`config.mk`:
```
export PLATFORM = sky130hd
export DESIGN_NAME = pid_term_sequencer_flat
export DESIGN_NICKNAME = d
export VERILOG_FILES = /design/src/rtl/pid_term_sequencer_pkg.sv /design/src/rtl/pid_term_sequencer_if.sv /design/src/rtl/fx_mul_sat.sv /design/src/rtl/pid_term_sequencer.sv /design/src/flat_wrapper.sv
export SDC_FILE = /design/constraint.sdc
export NUM_CORES = 2
export LEC_CHECK = 0
export CAP_MARGIN = 0
export CELL_PAD_IN_SITES_DETAIL_PLACEMENT = 1
export CELL_PAD_IN_SITES_GLOBAL_PLACEMENT = 1
export CORE_ASPECT_RATIO = 1.25
export CORE_MARGIN = 2
export CORE_UTILIZATION = 49
export CTS_BUF_LIST = sky130_fd_sc_hd__clkbuf_4 sky130_fd_sc_hd__clkbuf_8
export DETAILED_ROUTE_END_ITERATION = 10
export HOLD_SLACK_MARGIN = 0.03
export PLACE_DENSITY = 0.85
export SLEW_MARGIN = 40
export SYNTH_ARGS = -nofsm -noshare
export SYNTH_HDL_FRONTEND = slang
export SYNTH_SLANG_ARGS = --single-unit
```
`constraint.sdc`:
```
create_clock -name clk -period 13.8 [get_ports clk]
set_clock_uncertainty 0.05 [all_clocks]
set_input_delay 1.38 -clock clk [delete_from_list [all_inputs] [get_ports clk]]
set_output_delay 1.38 -clock clk [all_outputs]
set_load 0.02 [all_outputs]
```
`src/rtl/pid_term_sequencer_pkg.sv`:
```
// Shared constants and types for the I-PD term sequencer and its fixed-point helpers.
package pid_term_sequencer_pkg;

    localparam int N    = 23;
    localparam int FRAC = 10;

    localparam logic signed [N-1:0] SAT_MAX = {1'b0, {(N-1){1'b1}}};
    localparam logic signed [N-1:0] SAT_MIN = {1'b1, {(N-1){1'b0}}};

    typedef enum logic [2:0] {
        ST_IDLE  = 3'd0,
        ST_LOAD  = 3'd1,
        ST_MUL_P = 3'd2,
        ST_MUL_I = 3'd3,
        ST_MUL_D = 3'd4,
        ST_SUM   = 3'd5,
        ST_DONE  = 3'd6
    } state_e;

endpackage

```
`src/rtl/pid_term_sequencer_if.sv`:
```
// Bundle between the ADC/gain source (master) and the term sequencer (slave).
interface pid_term_sequencer_if;
    import pid_term_sequencer_pkg::*;

    logic                sample_valid;
    logic signed [N-1:0] y;
    logic signed [N-1:0] ref_val;
    logic signed [N-1:0] kp;
    logic signed [N-1:0] ki;
    logic signed [N-1:0] kd;
    logic                int_clr;
    logic signed [N-1:0] ik;
    logic signed [N-1:0] pk;
    logic signed [N-1:0] dk;
    logic                sum_en;
    logic                done;
    logic                busy;
    logic                overrun;

    modport master (
        output sample_valid, y, ref_val, kp, ki, kd, int_clr,
        input  ik, pk, dk, sum_en, done, busy, overrun
    );

    modport slave (
        input  sample_valid, y, ref_val, kp, ki, kd, int_clr,
        output ik, pk, dk, sum_en, done, busy, overrun
    );

endinterface

```
`src/rtl/fx_mul_sat.sv`:
```
// Combinational signed fixed-point multiply: full product, arithmetic shift by FRAC,
// then saturation back to W bits.
module fx_mul_sat #(
    parameter int W    = 23,
    parameter int FRAC = 10
) (
    input  logic signed [W-1:0] a_i,
    input  logic signed [W-1:0] b_i,
    output logic signed [W-1:0] p_o
);

    localparam int PW = 2 * W;

    logic signed [PW-1:0] prod_s;
    logic signed [PW-1:0] shift_s;

    // Product, rescale, and clamp when the upper bits are not pure sign extension
    always_comb begin
        prod_s  = PW'(a_i) * PW'(b_i);
        shift_s = prod_s >>> FRAC;
        if (shift_s[PW-1:W-1] == {(W+1){shift_s[PW-1]}}) begin
            p_o = shift_s[W-1:0];
        end else if (shift_s[PW-1]) begin
            p_o = {1'b1, {(W-1){1'b0}}};
        end else begin
            p_o = {1'b0, {(W-1){1'b1}}};
        end
    end

endmodule

```
`src/rtl/pid_term_sequencer.sv`:
```
// One I-PD update per sample strobe: P, I and D terms share one multiplier,
// then the summer is enabled for a single cycle.
module pid_term_sequencer
    import pid_term_sequencer_pkg::*;
(
    input  logic                 clk,
    input  logic                 reset,
    pid_term_sequencer_if.slave  seq_if
);

    function automatic logic signed [N-1:0] sat_n1(input logic signed [N:0] v);
        if (v[N] != v[N-1]) begin
            return v[N] ? SAT_MIN : SAT_MAX;
        end else begin
            return v[N-1:0];
        end
    endfunction

    state_e state_q, state_d;

    logic signed [N-1:0] y_q, ref_q, kp_q, ki_q, kd_q;
    logic signed [N-1:0] e_q, dy_q, y_prev_q;
    logic signed [N-1:0] ik_q, pk_q, dk_q;
    logic                primed_q, sum_en_q, done_q, busy_q, overrun_q;
    logic signed [N-1:0] mul_a_s, mul_b_s, mul_p_s;

    // Next-state sequencing: every non-idle state is a single cycle
    always_comb begin
        state_d = state_q;
        case (state_q)
            ST_IDLE:  state_d = seq_if.sample_valid ? ST_LOAD : ST_IDLE;
            ST_LOAD:  state_d = ST_MUL_P;
            ST_MUL_P: state_d = ST_MUL_I;
            ST_MUL_I: state_d = ST_MUL_D;
            ST_MUL_D: state_d = ST_SUM;
            ST_SUM:   state_d = ST_DONE;
            ST_DONE:  state_d = ST_IDLE;
            default:  state_d = ST_IDLE;
        endcase
    end

    // Multiplier operand select decoded from the current state
    always_comb begin
        mul_a_s = {N{1'b0}};
        mul_b_s = {N{1'b0}};
        case (state_q)
            ST_MUL_P: begin mul_a_s = kp_q; mul_b_s = y_q;  end
            ST_MUL_I: begin mul_a_s = ki_q; mul_b_s = e_q;  end
            ST_MUL_D: begin mul_a_s = kd_q; mul_b_s = dy_q; end
            default:  begin mul_a_s = {N{1'b0}}; mul_b_s = {N{1'b0}}; end
        endcase
    end

    fx_mul_sat #(.W(N), .FRAC(FRAC)) u_mul (
        .a_i (mul_a_s),
        .b_i (mul_b_s),
        .p_o (mul_p_s)
    );

    // State, operand latches, terms and status flags
    always_ff @(posedge clk or posedge reset) begin
        if (reset) begin
            state_q   <= ST_IDLE;
            y_q       <= {N{1'b0}};
            ref_q     <= {N{1'b0}};
            kp_q      <= {N{1'b0}};
            ki_q      <= {N{1'b0}};
            kd_q      <= {N{1'b0}};
            e_q       <= {N{1'b0}};
            dy_q      <= {N{1'b0}};
            y_prev_q  <= {N{1'b0}};
            ik_q      <= {N{1'b0}};
            pk_q      <= {N{1'b0}};
            dk_q      <= {N{1'b0}};
            primed_q  <= 1'b0;
            sum_en_q  <= 1'b0;
            done_q    <= 1'b0;
            busy_q    <= 1'b0;
            overrun_q <= 1'b0;
        end else begin
            state_q  <= state_d;
            sum_en_q <= (state_d == ST_SUM);
            done_q   <= (state_d == ST_DONE);
            busy_q   <= (state_d != ST_IDLE);
            if (seq_if.sample_valid && (state_q != ST_IDLE)) begin
                overrun_q <= 1'b1;
            end
            case (state_q)
                ST_IDLE: begin
                    if (seq_if.sample_valid) begin
                        y_q   <= seq_if.y;
                        ref_q <= seq_if.ref_val;
                        kp_q  <= seq_if.kp;
                        ki_q  <= seq_if.ki;
                        kd_q  <= seq_if.kd;
                    end else if (seq_if.int_clr) begin
                        ik_q <= {N{1'b0}};
                    end
                end
                ST_LOAD: begin
                    e_q  <= sat_n1({ref_q[N-1], ref_q} - {y_q[N-1], y_q});
                    dy_q <= primed_q ? sat_n1({y_q[N-1], y_q} - {y_prev_q[N-1], y_prev_q})
                                     : {N{1'b0}};
                end
                ST_MUL_P: pk_q <= mul_p_s;
                ST_MUL_I: ik_q <= sat_n1({ik_q[N-1], ik_q} + {mul_p_s[N-1], mul_p_s});
                ST_MUL_D: begin
                    dk_q     <= mul_p_s;
                    y_prev_q <= y_q;
                    primed_q <= 1'b1;
                end
                default: ;
            endcase
        end
    end

    assign seq_if.ik      = ik_q;
    assign seq_if.pk      = pk_q;
    assign seq_if.dk      = dk_q;
    assign seq_if.sum_en  = sum_en_q;
    assign seq_if.done    = done_q;
    assign seq_if.busy    = busy_q;
    assign seq_if.overrun = overrun_q;

endmodule

```
`src/flat_wrapper.sv`:
```
// flat-port wrapper written by rule: the top's interface ports become plain ports
module pid_term_sequencer_flat import pid_term_sequencer_pkg::*;
  (clk, reset, seq_if_sample_valid, seq_if_y, seq_if_ref_val, seq_if_kp, seq_if_ki, seq_if_kd, seq_if_int_clr, seq_if_ik, seq_if_pk, seq_if_dk, seq_if_sum_en, seq_if_done, seq_if_busy, seq_if_overrun);
  pid_term_sequencer_if seq_if_i ();
  input  logic clk;
  input  logic reset;
  input wire logic [$bits(seq_if_i.sample_valid)-1:0] seq_if_sample_valid;
  input wire logic [$bits(seq_if_i.y)-1:0] seq_if_y;
  input wire logic [$bits(seq_if_i.ref_val)-1:0] seq_if_ref_val;
  input wire logic [$bits(seq_if_i.kp)-1:0] seq_if_kp;
  input wire logic [$bits(seq_if_i.ki)-1:0] seq_if_ki;
  input wire logic [$bits(seq_if_i.kd)-1:0] seq_if_kd;
  input wire logic [$bits(seq_if_i.int_clr)-1:0] seq_if_int_clr;
  output wire logic [$bits(seq_if_i.ik)-1:0] seq_if_ik;
  output wire logic [$bits(seq_if_i.pk)-1:0] seq_if_pk;
  output wire logic [$bits(seq_if_i.dk)-1:0] seq_if_dk;
  output wire logic [$bits(seq_if_i.sum_en)-1:0] seq_if_sum_en;
  output wire logic [$bits(seq_if_i.done)-1:0] seq_if_done;
  output wire logic [$bits(seq_if_i.busy)-1:0] seq_if_busy;
  output wire logic [$bits(seq_if_i.overrun)-1:0] seq_if_overrun;
  assign seq_if_i.sample_valid = seq_if_sample_valid;
  assign seq_if_i.y = seq_if_y;
  assign seq_if_i.ref_val = seq_if_ref_val;
  assign seq_if_i.kp = seq_if_kp;
  assign seq_if_i.ki = seq_if_ki;
  assign seq_if_i.kd = seq_if_kd;
  assign seq_if_i.int_clr = seq_if_int_clr;
  assign seq_if_ik = seq_if_i.ik;
  assign seq_if_pk = seq_if_i.pk;
  assign seq_if_dk = seq_if_i.dk;
  assign seq_if_sum_en = seq_if_i.sum_en;
  assign seq_if_done = seq_if_i.done;
  assign seq_if_busy = seq_if_i.busy;
  assign seq_if_overrun = seq_if_i.overrun;
  pid_term_sequencer u_core (.clk(clk), .reset(reset), .seq_if(seq_if_i));
endmodule
```
---- Word level (Yosys, flattened, before mapping) ----
Cells that the tools add are included.
storage, ports and cells
  flip-flop bits (word level) ............. 261
  input port bits ......................... 119
  output and inout port bits .............. 73
  word-level logic and storage cells ...... 57
cells by class
  add/sub/neg operators ................... 3
  $mul .................................... 1
  equality and inequality tests ........... 13
  muxes and demuxes ....................... 16
  reductions and logical operators ........ 7
operators by type and width
  kind                count
  $mux 23             11
  $pmux 23 s3         2
  $sub 23x23->24      2
  $mul 23x23->46      1
  $pmux 23 s2         1
  $add 23x23->24      1
  $pmux 3 s6          1
  $eq 13x13->1        1
  $eq 3x3->1 const B  4
  $eq 3x2->1 const B  2
  $reduce_bool 3->1   2
  $ne 2x2->1 const B  2
  $eq 3x1->1 const B  1
  $logic_not 3->1     1
  $ne 1x1->1          3
  $reduce_and 3->1    1
  $reduce_and 2->1    1
  $reduce_bool 2->1   1
  $logic_and 1x1->1   1
  $mux 1              1

---- Longest topological paths before layout ----
  word-level depth ........................ 9
  depth in mapped cells ................... 55
  mapped depth without buffers ............ 47

---- Hierarchy ----
From an unflattened synthesis, not the netlist that was laid out.
second synthesis, totals
  cells, all modules ...................... 3742
  area total of the unflattened synthesis .. 35067.4 sq um
by module, submodules not included
  module              instances  cells an instance  area an instance (sq um)
  fx_mul_sat          1          2302               20504.7
  pid_term_sequencer  1          1440               14562.7

---- Least setup slack after synthesis ----
No wires, ideal clock.
  path kind ............................... reg2reg
  start ................................... register u_core.state_q[0]
  end ..................................... register u_core.ik_q[10] (netlist: u_core.seq_if.ik[10])
  library setup time ...................... 0.146 ns
  arrival time ............................ 12.338 ns
  required time ........................... 13.604 ns
  path slack .............................. 1.266 ns
  stages on the path, launching flop included .. 50
  clock period less this slack ............ 12.534 ns
  cells stage by stage .................... dfrtp_1 buf_4 buf_1 clkbuf_1 mux2i_1 o21ai_1 clkbuf_1 nand2_1 fa_1 fa_1 fa_1 inv_1 fa_1 fa_1 fa_1 inv_1 fa_1 inv_1 [... 14 more ...] inv_1 ha_1 inv_1 fa_1 nor2b_1 o21ai_0 a21oi_1 o21ai_0 a21oi_1 o2111ai_1 a21boi_0 o41ai_1 o211ai_1 xnor2_1 or3_1 clkbuf_1 clkbuf_1 o211ai_1
on the way
  longest elaborated chain between the ends .. 9
  elaborated cells between the ends (all ways) .. 19
  classes of those cells .................. add/sub (1); mul (1); eq/ne (7); mux (7); reduce/logical (3)
ends and longest elaborated chain
  item                                            RTL line                                            source
  from (decl)                                     pid_term_sequencer.sv:19                            state_e state_q, state_d;
  from (signal assigned)                          pid_term_sequencer.sv:81                            state_q <= state_d;
  $eq 3x3->1 (tied with other cells)              pid_term_sequencer.sv:46                            case (state_q)
  $pmux 23 s3                                     pid_term_sequencer.sv:46
  $mul 23x23->46 (*)                              fx_mul_sat.sv:19                                    prod_s = PW'(a_i) * PW'(b_i);
  $eq 13x13->1 / $mux 23 (equally long branches)  fx_mul_sat.sv:21, fx_mul_sat.sv:23
  $mux 23 (*)                                     fx_mul_sat.sv:21                                    if (shift_s[PW-1:W-1] == {(W+1){shift_s[PW-1]}}) begin
  named net u_core.mul_p_s[0]                     pid_term_sequencer.sv:25                            logic signed [N-1:0] mul_a_s, mul_b_s, mul_p_s;
  $add 23x23->24 (*)                              pid_term_sequencer.sv:106                           ST_MUL_I: ik_q <= sat_n1({ik_q[N-1], ik_q} + {mul_p_s[N-1], mul_p_s});
  $mux 23 / $ne 1x1->1 (equally long branches)    pid_term_sequencer.sv:13, pid_term_sequencer.sv:12
  $mux 23 (*)                                     pid_term_sequencer.sv:12                            if (v[N] != v[N-1]) begin
  $pmux 23 s2 (*)                                 pid_term_sequencer.sv:88                            case (state_q)
  to (signal assigned)                            pid_term_sequencer.sv:72                            ik_q <= {N{1'b0}};
  to (signal assigned)                            pid_term_sequencer.sv:97                            ik_q <= {N{1'b0}};
  to (signal assigned)                            pid_term_sequencer.sv:106
  to (decl)                                       pid_term_sequencer.sv:23                            logic signed [N-1:0] ik_q, pk_q, dk_q;
The timed path passes the listed nets; every way through them passes the cells marked *.
A chain may end at the register's enable or synchronous reset.

---- Worst setup path in the final report ----
  start ................................... register u_core.state_q[0]
  end ..................................... register u_core.ik_q[5] (netlist: u_core.seq_if.ik[5])
Same word-level chain as after synthesis.

==> results.md <==
- EDFF count, synth: 0
- Slew HR: 0.355
- Cell count after synthesis: 3783
- Overflow after GRT: 0
- Hpwl dp: 95700 um
- Via count: about 29000
- Multi-input gate area: ~24000 um^2
- Die H: 299 um
- Initial Utilization: 0.494
- Max-Cap Viols: 0
- Fillers: around 8000
- Vias in the first global route: between 30000 and 40000
- Final period util: 0.958
- Final Critical Period: 13.22 ns
- CP endpoint kind: flop
- Status: finished clean
- Tightest Pin Transition: 0.964 ns
- Worst path arrival time: about 14 ns
- CTS sink cnt: about 260
- TritonCTS clock tree: yes
- Nets: 4821
- Yosys Warn Count: 0
- CP Launch Type: flop
- Largest net degree at the start of global routing: 113
- WS Path Type: flop to flop
- Full die area: ~72000 um^2
- Post-CTS setup buffer count: 0
- Critical path's most frequent cell: fa_1
- Row count: 108
- CTS resizes: 0
- ANT nets after route: 0
- Sequential fraction of the synthesis area: 0.191
- DRC: 0
- Async set-reset flop share out of synthesis: 1.00
- First-pass GRT wire length: 190000 um
- H-tree depth: 2
- Clk buf depth: 3
- Sum Neg Setup Slack: 0 ns
- Max Fclk: between 70 and 80 MHz
- Port bufs: 191
- Core area: 69300 um^2
- Clock latency on the worst-skew pair: approximately 0.66 ns
- Top-level I/O count: 192
- # setup viols final: 0
- GR Util All Layers: 0.352
- 1st-pass router iterations: 6
- Fin. Hold Viols: 0
- Pins over their slew limit: 0
- Syn Nets: 4660
- Synth Register Bits: 261
- Share of cells above drive strength 1: 0.0777
- Routed WL: 123000 um
- CP required: between 10 and 15 ns
- CTS Buf Count: 42
- Die width: 240 um
- CTS clk-pin slew, worst paths: 0.07 ns
- Initial antenna violation count: 7
- WL/cell: about 25 um
- CP max FO: 24
- Register Area: 6530 um^2
- Hold_buf cts: 0
- Avg Cell Area, Syn: 9.04 um^2
- RSZ-0062 raised after global routing: false
- Slowest stage cell, crit path: o21a_1
- DR iter-0 viols: roughly 1800
- Number of library cell types mapped by synthesis: 79
- Ys flop type: dfrtp_1
- Critical Path Max Stage Delay: 0.72 ns
- Synth Cell Area: ~34000 um^2
- CTS Root Cell: clkbuf_8
- Hold WC Path Type: flop to flop
- GPL Wtd Cong: around 0.97
- Vias/cell: 5.80
- Area Overhead vs Synth: 12.6%
-- cells in the mapped netlist, types with 16 or more instances --
| cell type | instances | area [um^2] |
|---|---|---|
| mux2i_1 | 48 | 480 |
| maj3_1 | 30 | 300 |
| dfrtp_1 | 261 | 6530 |
| xor2_1 | 38 | 333 |
| a21o_1 | 41 | 308 |
| ha_1 | 191 | 2390 |
| nor2b_1 | 16 | 100 |
| nand2_1 | 545 | 2050 |
| o21ai_1 | 27 | 135 |
| a21oi_1 | 137 | 686 |
| fa_1 | 567 | 11400 |
| inv_1 | 735 | 2760 |
| clkbuf_1 | 151 | 567 |
| nor3_1 | 20 | 100 |
| and2_1 | 18 | 113 |
| nor2_1 | 306 | 1150 |
| o21a_1 | 50 | 375 |
| o21ai_0 | 165 | 826 |
| mux2_2 | 92 | 1040 |
| o211ai_1 | 21 | 158 |
| o21bai_1 | 16 | 120 |
| nand2b_1 | 23 | 144 |
| xnor2_1 | 59 | 517 |
| nand3_1 | 32 | 160 |
-- critical path: cells and delay by family, from the launching register on --
| family | cells | cell delay [ns] |
|---|---|---|
| fa+ha+maj | 9 | 4.30 |
| xor+xnor | 1 | 0.12 |
| compound gates | 20 | 5.35 |
| buf+inv | 9 | 1.38 |
| simple gates | 4 | 0.79 |
| mux | 1 | 0.38 |
| flops | 1 | 0.64 |
-- cells in the final DEF (no fill, tap or decap), drive strengths merged, types with 27 or more instances in the layout --
| master | netlist | final |
|---|---|---|
| nand3 | 32 | 32 |
| a21boi | 27 | 27 |
| buf | 13 | 89 |
| fa | 567 | 567 |
| a21oi | 138 | 138 |
| nand2 | 545 | 545 |
| a21o | 41 | 41 |
| clkdlybuf4s50 | 0 | 191 |
| xnor2 | 59 | 59 |
| maj3 | 30 | 30 |
| o21a | 50 | 50 |
| nor2 | 306 | 306 |
| o21ai | 193 | 193 |
| mux2 | 93 | 93 |
| mux2i | 48 | 48 |
| clkbuf | 151 | 66 |
| ha | 191 | 191 |
| xor2 | 38 | 38 |
| dfrtp | 261 | 261 |
| inv | 736 | 737 |
-- layer usage --
metal	global-route usage	wire length (um)
met2	0.600	60400
met5	0.00202	57
met3	0.0702	8760
met4	0.282	11900
met1	0.381	42000
-- worst paths after layout --
check	start	endpoint	slack [ns]	cells after the start
worst max register to register	u_core.state_q[0]$_DFF_PP0_	u_core.seq_if.ik[5]$_DFFE_PP0P_	0.58	44
max in group asynchronous	reset	u_core.kd_q[18]$_DFFE_PP0P_	11.26	3
worst max-delay path	u_core.state_q[0]$_DFF_PP0_	u_core.seq_if.ik[5]$_DFFE_PP0P_	0.58	44
worst min register to register	u_core.dy_q[16]$_DFFE_PP0P_	u_core.dy_q[16]$_DFFE_PP0P_	0.42	2
min in group asynchronous	reset	u_core.ref_q[21]$_DFFE_PP0P_	1.19	2
worst min-delay path	u_core.dy_q[16]$_DFFE_PP0P_	u_core.dy_q[16]$_DFFE_PP0P_	0.42	2
-- per-stage QoR --
step,instance area (um^2),std cells,hold slack [ns],setup slack [ns],utilization
after global placement,37400,4834,0.402,1.20,0.540
after CTS,38500,4912,0.426,0.438,0.555
after floorplan,34200,3783,0.389,1.27,-
after detailed placement,37500,4835,0.411,0.714,0.541
final,38500,4917,0.421,0.579,0.556
after global routing,38500,4916,0.462,0.0271,0.556
-- area by class of cell --
type                    count  area share
multi-input cells        2621       0.634
flip-flops and latches    261       0.170
inverters                 737      0.0721
repair buffers            281      0.0686
well taps                 935      0.0304
clock buffers              65      0.0211
clock inverters            12     0.00373
diodes                      5    0.000325
-- cell families after synthesis --
kind of cell,Yosys count,synth area share
XOR/XNOR,97,0.0248
buffers and inverters,901,0.0994
AND/OR/NAND/NOR,1020,0.124
multiplexers,141,0.0447
AO/OA/AOI/OAI,575,0.106
adder cells (fa/ha/maj),788,0.410
flip-flops,261,0.191
Power is left out: the tool's default activity adds up to more than one toggle a clock period on the data nets, which glitch-free logic cannot reach.
